**src/rtl/mem_port_arbiter_if.sv**
```systemverilog
// Signal bundle between mem_port_arbiter and its clients: IF fetch port, DM load/store port,
// memory side, and the core-facing stall / protocol-error flags.
interface mem_port_arbiter_if #(
   parameter int DATA_W = 32,
   parameter int ADDR_W = 9
);
   logic              if_req;
   logic [ADDR_W-1:0] if_addr;
   logic              if_ack;
   logic [DATA_W-1:0] if_rdata;

   logic              dm_re;
   logic              dm_we;
   logic [ADDR_W-1:0] dm_addr;
   logic [DATA_W-1:0] dm_wdata;
   logic              dm_ack;
   logic [DATA_W-1:0] dm_rdata;

   logic              mem_re;
   logic              mem_we;
   logic [ADDR_W-1:0] mem_addr;
   logic [DATA_W-1:0] mem_wdata;
   logic [DATA_W-1:0] mem_rdata;

   logic              stall;
   logic              proto_err;

   modport slave (
      input  if_req, if_addr, dm_re, dm_we, dm_addr, dm_wdata, mem_rdata,
      output if_ack, if_rdata, dm_ack, dm_rdata,
             mem_re, mem_we, mem_addr, mem_wdata, stall, proto_err
   );

   modport master (
      output if_req, if_addr, dm_re, dm_we, dm_addr, dm_wdata, mem_rdata,
      input  if_ack, if_rdata, dm_ack, dm_rdata,
             mem_re, mem_we, mem_addr, mem_wdata, stall, proto_err
   );
endinterface

```
**src/rtl/mem_port_arbiter.sv**
```systemverilog
// Shares one single-ported memory between the IF fetch port and the DM load/store port,
// sequencing each access IDLE -> ISSUE -> (WAIT) -> RESP with a bounded DM streak.
module mem_port_arbiter #(
   parameter int DATA_W     = 32,
   parameter int ADDR_W     = 9,
   parameter int MEM_LAT    = 2,
   parameter int STARVE_MAX = 4
) (
   input logic               clk,
   input logic               reset,
   mem_port_arbiter_if.slave bus
);
   typedef enum logic [1:0] {IDLE, ISSUE, WAIT, RESP} state_t;
   typedef enum logic {SRC_IF, SRC_DM} src_t;

   localparam int CNT_W = (MEM_LAT > 1) ? $clog2(MEM_LAT) : 1;
   localparam int STK_W = $clog2(STARVE_MAX + 1);

   state_t            state, state_nxt;
   src_t              winner_q, winner_nxt;
   logic              wr_q;
   logic [ADDR_W-1:0] addr_q;
   logic [DATA_W-1:0] wdata_q;
   logic [DATA_W-1:0] if_rdata_q;
   logic [DATA_W-1:0] dm_rdata_q;
   logic [CNT_W-1:0]  cnt_q;
   logic [STK_W-1:0]  streak_q;
   logic              proto_err_q;

   logic dm_req, any_req, if_starved;
   logic if_ack_c, dm_ack_c, mem_re_c, mem_we_c;

   assign dm_req     = bus.dm_re | bus.dm_we;
   assign any_req    = bus.if_req | dm_req;
   assign if_starved = (streak_q == STK_W'(STARVE_MAX));

   // DM is the default winner; IF takes the slot when alone or once DM has used its streak.
   assign winner_nxt = (bus.if_req && (!dm_req || if_starved)) ? SRC_IF : SRC_DM;

   // NOTE: clocked state uses non-blocking assignments so every flop samples pre-edge values.
   always_ff @(posedge clk or negedge reset) begin
      if (!reset) state <= IDLE;
      else        state <= state_nxt;
   end

   always_comb begin
      state_nxt = state;
      unique case (state)
         IDLE:    if (any_req) state_nxt = ISSUE;
         ISSUE:   state_nxt = wr_q ? RESP : WAIT;
         WAIT:    if (cnt_q == '0) state_nxt = RESP;
         RESP:    state_nxt = IDLE;
         default: state_nxt = IDLE;
      endcase
   end

   always_ff @(posedge clk or negedge reset) begin
      if (!reset) begin
         winner_q    <= SRC_IF;
         wr_q        <= 1'b0;
         addr_q      <= '0;
         wdata_q     <= '0;
         if_rdata_q  <= '0;
         dm_rdata_q  <= '0;
         cnt_q       <= '0;
         streak_q    <= '0;
         proto_err_q <= 1'b0;
      end else begin
         unique case (state)
            IDLE: begin
               if (any_req) begin
                  // read+write together resolves to a write
                  winner_q <= winner_nxt;
                  wr_q     <= (winner_nxt == SRC_DM) && bus.dm_we;
                  addr_q   <= (winner_nxt == SRC_IF) ? bus.if_addr : bus.dm_addr;
                  if (winner_nxt == SRC_DM && bus.dm_we) wdata_q <= bus.dm_wdata;
               end
               if (!bus.if_req || winner_nxt == SRC_IF) streak_q <= '0;
               else if (!if_starved)                     streak_q <= streak_q + 1'b1;
               if (bus.dm_re && bus.dm_we) proto_err_q <= 1'b1;
            end
            ISSUE: cnt_q <= CNT_W'(MEM_LAT - 1);
            WAIT: begin
               if (cnt_q == '0) begin
                  if (winner_q == SRC_IF) if_rdata_q <= bus.mem_rdata;
                  else                    dm_rdata_q <= bus.mem_rdata;
               end else begin
                  cnt_q <= cnt_q - 1'b1;
               end
            end
            default: ;
         endcase
      end
   end

   // NOTE: every output gets a default before the case so no path can infer a latch.
   always_comb begin
      if_ack_c = 1'b0;
      dm_ack_c = 1'b0;
      mem_re_c = 1'b0;
      mem_we_c = 1'b0;
      unique case (state)
         ISSUE: begin
            mem_re_c = !wr_q;
            mem_we_c = wr_q;
         end
         RESP: begin
            if_ack_c = (winner_q == SRC_IF);
            dm_ack_c = (winner_q == SRC_DM);
         end
         default: ;
      endcase
   end

   assign bus.if_ack    = if_ack_c;
   assign bus.dm_ack    = dm_ack_c;
   assign bus.mem_re    = mem_re_c;
   assign bus.mem_we    = mem_we_c;
   assign bus.mem_addr  = (state != IDLE) ? addr_q : '0;
   assign bus.mem_wdata = wdata_q;
   assign bus.if_rdata  = if_rdata_q;
   assign bus.dm_rdata  = dm_rdata_q;
   assign bus.proto_err = proto_err_q;
   // gated by reset so the core sees no stall while the arbiter is held cleared
   assign bus.stall     = reset & any_req & ~(if_ack_c | dm_ack_c);
endmodule

```
**src/flat_wrapper.sv**
```systemverilog
// flat-port wrapper written by rule: the top's interface ports become plain ports
module mem_port_arbiter_flat 
#(
   parameter int DATA_W     = 32,
   parameter int ADDR_W     = 9,
   parameter int MEM_LAT    = 2,
   parameter int STARVE_MAX = 4
)
  (clk, reset, bus_if_req, bus_if_addr, bus_dm_re, bus_dm_we, bus_dm_addr, bus_dm_wdata, bus_mem_rdata, bus_if_ack, bus_if_rdata, bus_dm_ack, bus_dm_rdata, bus_mem_re, bus_mem_we, bus_mem_addr, bus_mem_wdata, bus_stall, bus_proto_err);
  mem_port_arbiter_if #(.DATA_W(DATA_W), .ADDR_W(ADDR_W)) bus_i ();
  input logic clk;
  input logic reset;
  input wire logic [$bits(bus_i.if_req)-1:0] bus_if_req;
  input wire logic [$bits(bus_i.if_addr)-1:0] bus_if_addr;
  input wire logic [$bits(bus_i.dm_re)-1:0] bus_dm_re;
  input wire logic [$bits(bus_i.dm_we)-1:0] bus_dm_we;
  input wire logic [$bits(bus_i.dm_addr)-1:0] bus_dm_addr;
  input wire logic [$bits(bus_i.dm_wdata)-1:0] bus_dm_wdata;
  input wire logic [$bits(bus_i.mem_rdata)-1:0] bus_mem_rdata;
  output wire logic [$bits(bus_i.if_ack)-1:0] bus_if_ack;
  output wire logic [$bits(bus_i.if_rdata)-1:0] bus_if_rdata;
  output wire logic [$bits(bus_i.dm_ack)-1:0] bus_dm_ack;
  output wire logic [$bits(bus_i.dm_rdata)-1:0] bus_dm_rdata;
  output wire logic [$bits(bus_i.mem_re)-1:0] bus_mem_re;
  output wire logic [$bits(bus_i.mem_we)-1:0] bus_mem_we;
  output wire logic [$bits(bus_i.mem_addr)-1:0] bus_mem_addr;
  output wire logic [$bits(bus_i.mem_wdata)-1:0] bus_mem_wdata;
  output wire logic [$bits(bus_i.stall)-1:0] bus_stall;
  output wire logic [$bits(bus_i.proto_err)-1:0] bus_proto_err;
  assign bus_i.if_req = bus_if_req;
  assign bus_i.if_addr = bus_if_addr;
  assign bus_i.dm_re = bus_dm_re;
  assign bus_i.dm_we = bus_dm_we;
  assign bus_i.dm_addr = bus_dm_addr;
  assign bus_i.dm_wdata = bus_dm_wdata;
  assign bus_i.mem_rdata = bus_mem_rdata;
  assign bus_if_ack = bus_i.if_ack;
  assign bus_if_rdata = bus_i.if_rdata;
  assign bus_dm_ack = bus_i.dm_ack;
  assign bus_dm_rdata = bus_i.dm_rdata;
  assign bus_mem_re = bus_i.mem_re;
  assign bus_mem_we = bus_i.mem_we;
  assign bus_mem_addr = bus_i.mem_addr;
  assign bus_mem_wdata = bus_i.mem_wdata;
  assign bus_stall = bus_i.stall;
  assign bus_proto_err = bus_i.proto_err;
  mem_port_arbiter #(.DATA_W(DATA_W), .ADDR_W(ADDR_W), .MEM_LAT(MEM_LAT), .STARVE_MAX(STARVE_MAX)) u_core (.clk(clk), .reset(reset), .bus(bus_i));
endmodule
```
**config.mk**
```make
export PLATFORM = sky130hd
export DESIGN_NAME = mem_port_arbiter_flat
export DESIGN_NICKNAME = d
export VERILOG_FILES = /design/src/rtl/mem_port_arbiter_if.sv /design/src/rtl/mem_port_arbiter.sv /design/src/flat_wrapper.sv
export SDC_FILE = /design/constraint.sdc
export NUM_CORES = 1
export LEC_CHECK = 0
export ABC_AREA = 1
export CORE_ASPECT_RATIO = 1.5
export CORE_MARGIN = 3
export CORE_UTILIZATION = 43
export DETAILED_ROUTE_END_ITERATION = 7
export PLACE_DENSITY = 0.85
export SLEW_MARGIN = 0
export SYNTH_ARGS = -nofsm -noshare
export SYNTH_HDL_FRONTEND = slang
export SYNTH_SLANG_ARGS = --single-unit
```
**constraint.sdc**
```tcl
create_clock -name clk -period 2.1 [get_ports clk]
set_input_delay 0.42 -clock clk [delete_from_list [all_inputs] [get_ports clk]]
set_output_delay 0.42 -clock clk [all_outputs]
set_load 0.02 [all_outputs]
```
==> results of run 1 <==
[worst max-delay path by stage]
stage | start | endpoint | slack [ns] | depth (start not counted)
CTS | u_core.state[1] | bus_mem_re | -0.007 | 5
detailed placement | bus_dm_we | u_core.bus.mem_wdata[2] | -0.31 | 7
global placement | bus_if_req | bus_stall | -0.21 | 6
global route | bus_dm_we | bus_stall | 0.006 | 6
finish | u_core.state[1] | bus_mem_addr[3] | 0.09 | 4
floorplan | u_core.state[0] | bus_mem_addr[0] | 0.27 | 5
[cell usage in the layout (no fill, tap or decap), types with 2 or more instances in the layout]
cell             count
clkdlybuf4s50_1    182
nand2_1            171
dfrtp_1            112
inv_1               70
o21ai_0             67
nand4_1             32
nand3_1             24
clkbuf_16           17
nor2_1              15
buf_4                9
dlygate4sd2_1        7
ha_1                 6
clkbuf_2             6
clkinvlp_4           4
clkinv_4             4
inv_2                3
inv_6                3
buf_12               3
nand3_2              2
bufinv_16            2
buf_6                2
dfrtp_2              2
[sequential cells by signal, summed over array words and instances, names as in the netlist]
| signal | cells |
|---|---|
| u_core.state | 2 |
| u_core.cnt_q | 1 |
| u_core.bus.proto_err | 1 |
| u_core.bus.dm_rdata | 32 |
| u_core.bus.mem_wdata | 32 |
| u_core.bus.if_rdata | 32 |
| u_core.addr_q | 9 |
| u_core.winner_q | 1 |
| u_core.wr_q | 1 |
| u_core.streak_q | 3 |
[critical path, delay by kind of cell (launching register included)]
kind          cells  cell delay (ns)
buf+inv           2             0.45
flops             1             0.41
fa+ha+maj         1             0.21
simple gates      1             0.11
[synthesized netlist by cell type]
master    number
nand3_2        2
nand3_1       24
inv_1         71
buf_4          2
nor2_1        15
a21oi_1        1
ha_1           7
buf_2         12
a31o_2         1
inv_2          2
o21ai_2        1
nor3_4         1
nand3_4        1
nand4_1       32
dfrtp_1      114
o21ai_0       67
nand2_1      171
clkbuf_1      11
xnor2_1        1
nand2_2        1
buf_1          2
buf_6          4
o21a_1         1
[cell type report]
type / count / area, µm² / share of cell area
clock inverters: 14 / 156 / 0.0208
multi-input cells: 326 / 1550 / 0.206
clock buffers: 18 / 439 / 0.0583
repair buffers: 210 / 2070 / 0.275
well taps: 144 / 180 / 0.0239
flip-flops and latches: 114 / 2860 / 0.379
inverters: 73 / 274 / 0.0364
[through the flow]
stage / area (µm²) / power (W) / setup slack [ns]
finish: 7530 / 0.0125 / 0.0897
CTS: 7540 / 0.0126 / -0.00715
global placement: 6950 / 0.00948 / -0.211
floorplan: 4840 / 0.00680 / 0.275
global route: 7530 / 0.0132 / 0.00574
detailed placement: 6950 / 0.00970 / -0.306
[power by group through the flow]
stage          Combinational (W)  Clock (W)  Sequential (W)
2_1_floorplan            0.00180          0         0.00500
3_3_place_gp             0.00558          0         0.00390
3_5_place_dp             0.00576          0         0.00394
4_1_cts                  0.00573    0.00290         0.00394
5_1_grt                  0.00614    0.00301         0.00409
6_report                 0.00565    0.00285         0.00395
[per-layer routing]
| metal | vias to the layer above | routed length [µm] | global-route usage |
|---|---|---|---|
| li1 | 2116 | - | - |
| met1 | 2064 | 5080 | 0.243 |
| met2 | 185 | 7030 | 0.386 |
| met3 | 22 | 1320 | 0.0936 |
| met4 | 0 | 272 | 0.0876 |
| met5 | - | 0 | 0 |
[repair_timing]
item	CTS	global route
resized for setup	16	17
endpoints found under the setup margin	14	27
endpoints found under the hold margin	0	0
pin swaps	0	1
[kinds of logic after synthesis]
kind of cell / after synthesis / share of synthesized area
AOI/OAI and AO/OA: 71 / 0.0755
xor gates and xnor gates: 1 / 0.00181
adders and majority gates: 7 / 0.0181
buffers and inverters: 104 / 0.0916
DFF: 114 / 0.590
and+or+nand+nor: 247 / 0.223
==> metrics.md, run 1 <==
| Metric | Value |
|---|---|
| Post-Synthesis Cells | `approximately 540` |
| DR vias/cell | `~4.9` |
| Initial antenna violation count | `0` |
| Post-CTS Setup Bufs | `0` |
| Max Fclk | `slightly below 0.5 GHz` |
| Hold/Removal Path Class | `in2async` |
| Synth area leader | `dfrtp_1` |
| Total Die Area | `0.0126 mm²` |
| Worst setup path class | `reg2out` |
| Yosys warns | `0` |
| Synth Register Bits | `114` |
| Final core utilization | `0.700` |
| Largest net degree at the start of global routing | `about 120` |
| FP Rows | `46` |
| Net switching power | `0.00486 W` |
| PwrDens | `~1700 mW/mm²` |
| RR Endpoint | `u_core.bus.mem_wdata[17]` |
| Ranking of synthesized cells by area | `dfrtp_1 (59%), nand2_1 (13%), o21ai_0 (6.9%)` |
| Synthesized area per cell | `approximately 9 µm²` |
| Clock share of power | `0.229` |
| Area share of the largest cell type after synthesis | `0.590` |
| # diodes | `0` |
| Via count | `between 4000 and 5000` |
| Slowest cell on crit path | `dfrtp_2` |
| Layout Cells excl Fill | `about 900` |
| Pre-antenna DRT Iters | `4` |
| LEAKAGE | `between 3 and 4 nW` |
| Total gr overflow | `0` |
| CTS Hold Buffers Added | `0` |
| Root Buffer | `clkbuf_16` |
| Worst-Margin Slew | `between 0.5 and 0.6 ns` |
| Mapped cell area | `between 0.004 and 0.005 mm²` |
| Post-synthesis sequential area ratio | `0.590` |
| Required @ worst endpoint | `around 1.7 ns` |
| DR iter-0 viols | `181` |
| Clock transition at path regs | `0.06 ns` |
| Reg power frac | `0.317` |
| Gr usage total | `0.224` |
| Maxcap violations | `0` |
| Clk sink count | `114` |
| Internal cell power | `around 0.0076 W` |
| DR DRC count | `0` |
| Setup TNS | `0 ns` |
| Core Box Area | `between 0.01 and 0.015 mm²` |
| Hold WS | `0.126 ns` |
| Endpoints failing setup | `0` |
| Logic gate share of total power | `0.454` |
| Max clock buf depth | `2` |
| Cts bufs inserted | `17` |
| Clk Latency, worst-skew pair | `0.40 ns` |
| Switching Share | `0.390` |
| First-pass GRT wire length | `between 20000 and 25000 µm` |
| DIE HEIGHT | `136 µm` |
| Fin crit share | `0.957` |
| RR Startpoint | `u_core.state[1]` |
| Status | `finished, final reports clean` |
| Layout cells sized above 1 | `0.0861` |
| Worst R2R Setup Slack | `0.21 ns` |
| HPWL Detailed | `about 9700 µm` |
| Slew margin rel. | `0.602` |
| Port Buffers | `197` |
| Crit-path max FO | `10` |
| Area grow syn2layout | `55.7%` |
| CTS tree | `done` |
| Clock Skews | `about 0.0078 ns` |
| Htree depth | `4` |
| RSZ-0062 raised after global routing | `false` |
| Hold Fails Final Rpt | `0` |
| Worst path max stage delay | `~0.41 ns` |
| Syn nets | `approximately 640` |
| CP endpoint kind | `primary output` |
| CP Launch Type | `flop` |
| I/O pin count | `around 200` |
| DP Cell Count | `867` |
| Synth cell types | `23` |
| Total Wirelength | `13700 µm` |
| Layout fillers | `a little under 800` |
| Chip width | `between 90 and 100 µm` |
| Vias in the first global route | `4560` |
| CP cell instances | `inv_1 -> ha_4 -> nor2_1 -> dlygate4sd2_1` |
| Max IR drop VDD | `approximately 1.1 mV` |
| Min Tclk post-route | `a little over 2 ns` |
| Nets | `between 800 and 900` |
| GP Congestion | `0.806` |
| WL/cell | `between 15 and 20 µm` |
| Critical path arrival | `around 1.6 ns` |
| Path depth of the worst reg2reg path | `6` |
| Initial core utilization | `0.449` |
| Final Max Slew Viols | `0` |
| Post-DRT Antenna Nets | `0` |
Note: power is estimated with default switching activity, not from simulation.
==> inputs of run 2 (changes only) <==
--- a/config.mk
+++ b/config.mk
@@ -11,6 +11,7 @@
 export CORE_UTILIZATION = 43
 export DETAILED_ROUTE_END_ITERATION = 7
 export PLACE_DENSITY = 0.85
+export REMOVE_ABC_BUFFERS = 1
 export SLEW_MARGIN = 0
 export SYNTH_ARGS = -nofsm -noshare
 export SYNTH_HDL_FRONTEND = slang
==> run 2 against run 1 <==
  * First-iteration DRC count is 20% higher
  * Sequential cell count stayed put
  * Critical path depth is 1 higher
  * Setup slack worse by 0.0087 ns
  * Utilization is 0.38 points higher
  * Total power is 1.4% higher
  * Wire length is 5.9% higher
  * Critical path type is now in2out
  * Largest cell class unchanged
  * Largest power group unchanged
  * Highest routed layer unchanged
==> metrics.md, run 2 (synthesized netlist as in run 1, its figures left out) <==
| Metric | Value |
|---|---|
| Most common cell after layout, fill and taps aside | `clkdlybuf4s50_1 (unchanged)` |
| Worst setup path class | `in2out (was reg2out)` |
| Critical path arrival | `1.60 ns (was 1.59 ns)` |
| Htree depth | `4 (unchanged)` |
| Post-DRT Antenna Nets | `0 (unchanged)` |
| Fin area | `0.00757 mm² (was 0.00753 mm²)` |
| Final Max Slew Viols | `0 (unchanged)` |
| Setup ws final | `0.0810 ns (was 0.0897 ns)` |
| Core Box Area | `0.0108 mm² (unchanged)` |
| Port Buffers | `197 (unchanged)` |
| Crit-path max FO | `12 (was 10)` |
| Max IR drop VDD | `0.765 mV (was 1.09 mV)` |
| Initial core utilization | `0.449 (unchanged)` |
| Max clock buf depth | `2 (unchanged)` |
| DR vias/cell | `5.08 (was 4.88)` |
| Layout Cells excl Fill | `905 (was 899)` |
| Post-CTS Setup Bufs | `0 (unchanged)` |
| Area grow syn2layout | `56.6% (was 55.7%)` |
| Gr usage total | `0.239 (was 0.224)` |
| Layout cells sized above 1 | `0.0920 (was 0.0861)` |
| Cts bufs inserted | `17 (unchanged)` |
| Worst-Margin Slew | `0.685 ns (was 0.597 ns)` |
| WL/cell | `16.0 µm (was 15.2 µm)` |
| CP endpoint kind | `primary output (unchanged)` |
| CP Launch Type | `input port (was flop)` |
| LEAKAGE | `3.80 nW (was 3.75 nW)` |
| Vias in the first global route | `4758 (was 4560)` |
| DIE HEIGHT | `136 µm (unchanged)` |
| Via count | `4600 (was 4387)` |
| FP Rows | `46 (unchanged)` |
| Total Die Area | `0.0126 mm² (unchanged)` |
| Hold WS | `0.388 ns (was 0.126 ns)` |
| Total Wirelength | `14500 µm (was 13700 µm)` |
| Nets | `842 (was 836)` |
| Clock Skews | `0.00964 ns (was 0.00776 ns)` |
| Largest net degree at the start of global routing | `65 (was 115)` |
| CTS tree | `done (unchanged)` |
| Commonest cells after routing, fill and taps aside | `clkdlybuf4s50_1 (181), nand2_1 (171), dfrtp_1 (114), inv_1 (71), o21ai_0 (67) (was clkdlybuf4s50_1 (182), nand2_1 (171), dfrtp_1 (112), inv_1 (70), o21ai_0 (67))` |
| GP Congestion | `0.813 (was 0.806)` |
| Endpoints failing setup | `0 (unchanged)` |
| Clk sink count | `114 (unchanged)` |
| Final core utilization | `0.704 (was 0.700)` |
| DR iter-0 viols | `218 (was 181)` |
| Min Tclk post-route | `2.02 ns (was 2.01 ns)` |
| Max Fclk | `0.495 GHz (was 0.497 GHz)` |
| Area post-placement | `0.00700 mm² (was 0.00695 mm²)` |
| Fin crit share | `0.961 (was 0.957)` |
| Maxcap violations | `0 (unchanged)` |
| DP Cell Count | `872 (was 867)` |
| PwrDens | `1670 mW/mm² (was 1650 mW/mm²)` |
| Required @ worst endpoint | `1.68 ns (about the same)` |
| DR DRC count | `0 (unchanged)` |
| Status | `finished, final reports clean (unchanged)` |
| Slew margin rel. | `0.543 (was 0.602)` |
| RSZ-0062 raised after global routing | `false (unchanged)` |
| Chip width | `92.6 µm (unchanged)` |
| DP Worst Slack | `-0.255 ns (was -0.306 ns)` |
| HPWL Detailed | `10000 µm (was 9650 µm)` |
| Root Buffer | `clkbuf_16 (unchanged)` |
| Initial antenna violation count | `0 (unchanged)` |
| Clk Latency, worst-skew pair | `0.40 ns (about the same)` |
| Clock transition at path regs | `0.05 ns (was 0.06 ns)` |
| Hold Fails Final Rpt | `0 (unchanged)` |
| I/O pin count | `198 (unchanged)` |
| First-pass GRT wire length | `23600 µm (was 22200 µm)` |
| Total gr overflow | `0 (unchanged)` |
| Hold/Removal Path Class | `in2async (unchanged)` |
| Pre-antenna DRT Iters | `5 (was 4)` |
| # diodes | `0 (unchanged)` |
run 2: area by class of cell:
type                    instances  area, µm²
clock buffers                  18        439
clock inverters                14        155
repair buffers                216       2120
multi-input cells             326       1550
flip-flops and latches        114       2850
fillers                       786       3190
inverters                      73        274
well taps                     144        180
run 2: stage by stage:
stage | power [W] | setup TNS (ns)
after floorplan | 0.00667 | -7.74
after global placement | 0.00957 | -5.66
after detailed placement | 0.00984 | -8.24
after CTS | 0.0127 | 0
after global routing | 0.0134 | 0
final | 0.0126 | 0
run 2: repair_timing:
item / CTS / global route
hold endpoints to repair: 9 / 0
endpoints found under the setup margin: 14 / 11
pin swaps: 0 / 1
hold buffers: 1 / 0
resized for setup: 17 / 19
run 2: power breakdown:
group          total (W)  switching, W  internal, W
Combinational    0.00587       0.00329      0.00258
Clock            0.00283       0.00103      0.00179
Sequential       0.00392      0.000641      0.00328
Total             0.0126       0.00497      0.00765
run 2: final timing paths:
| path | slack, ns | end | cells after the start | from |
|---|---|---|---|---|
| max in group asynchronous | 0.81 | u_core.bus.if_rdata[20] | 3 | reset |
| worst max register to register | 0.33 | u_core.addr_q[6] | 8 | u_core.state[0] |
| worst min-delay path | 0.39 | u_core.bus.if_rdata[23] | 2 | reset |
| worst max-delay path | 0.08 | bus_stall | 5 | reset |
| min in group clk | 0.47 | u_core.bus.mem_wdata[19] | 2 | u_core.bus.mem_wdata[19] |
| worst min register to register | 0.47 | u_core.bus.mem_wdata[19] | 2 | u_core.bus.mem_wdata[19] |
run 2: routing by layer:
metal	GRT usage	wire, µm	vias to the layer above
met4	0.102	384	0
met2	0.415	7480	254
met5	0	0	-
met1	0.271	5290	2179
li1	-	-	2137
met3	0.0742	1350	30
run 2: worst max-delay path, cell delays in order:
cell	delay, ns
dlygate4sd3_1	0.52
buf_4	0.19
nand2_1	0.07
nor2_1	0.08
clkdlybuf4s15_1	0.31
==> inputs of run 3 (changes only) <==
--- a/config.mk
+++ b/config.mk
@@ -10,6 +10,7 @@
 export CORE_MARGIN = 3
 export CORE_UTILIZATION = 43
 export DETAILED_ROUTE_END_ITERATION = 7
+export GPL_ROUTABILITY_DRIVEN = 0
 export PLACE_DENSITY = 0.85
 export REMOVE_ABC_BUFFERS = 1
 export SLEW_MARGIN = 0
==> results of run 3 <==
Final layout, timing and power as in run 2 (identical DEF).
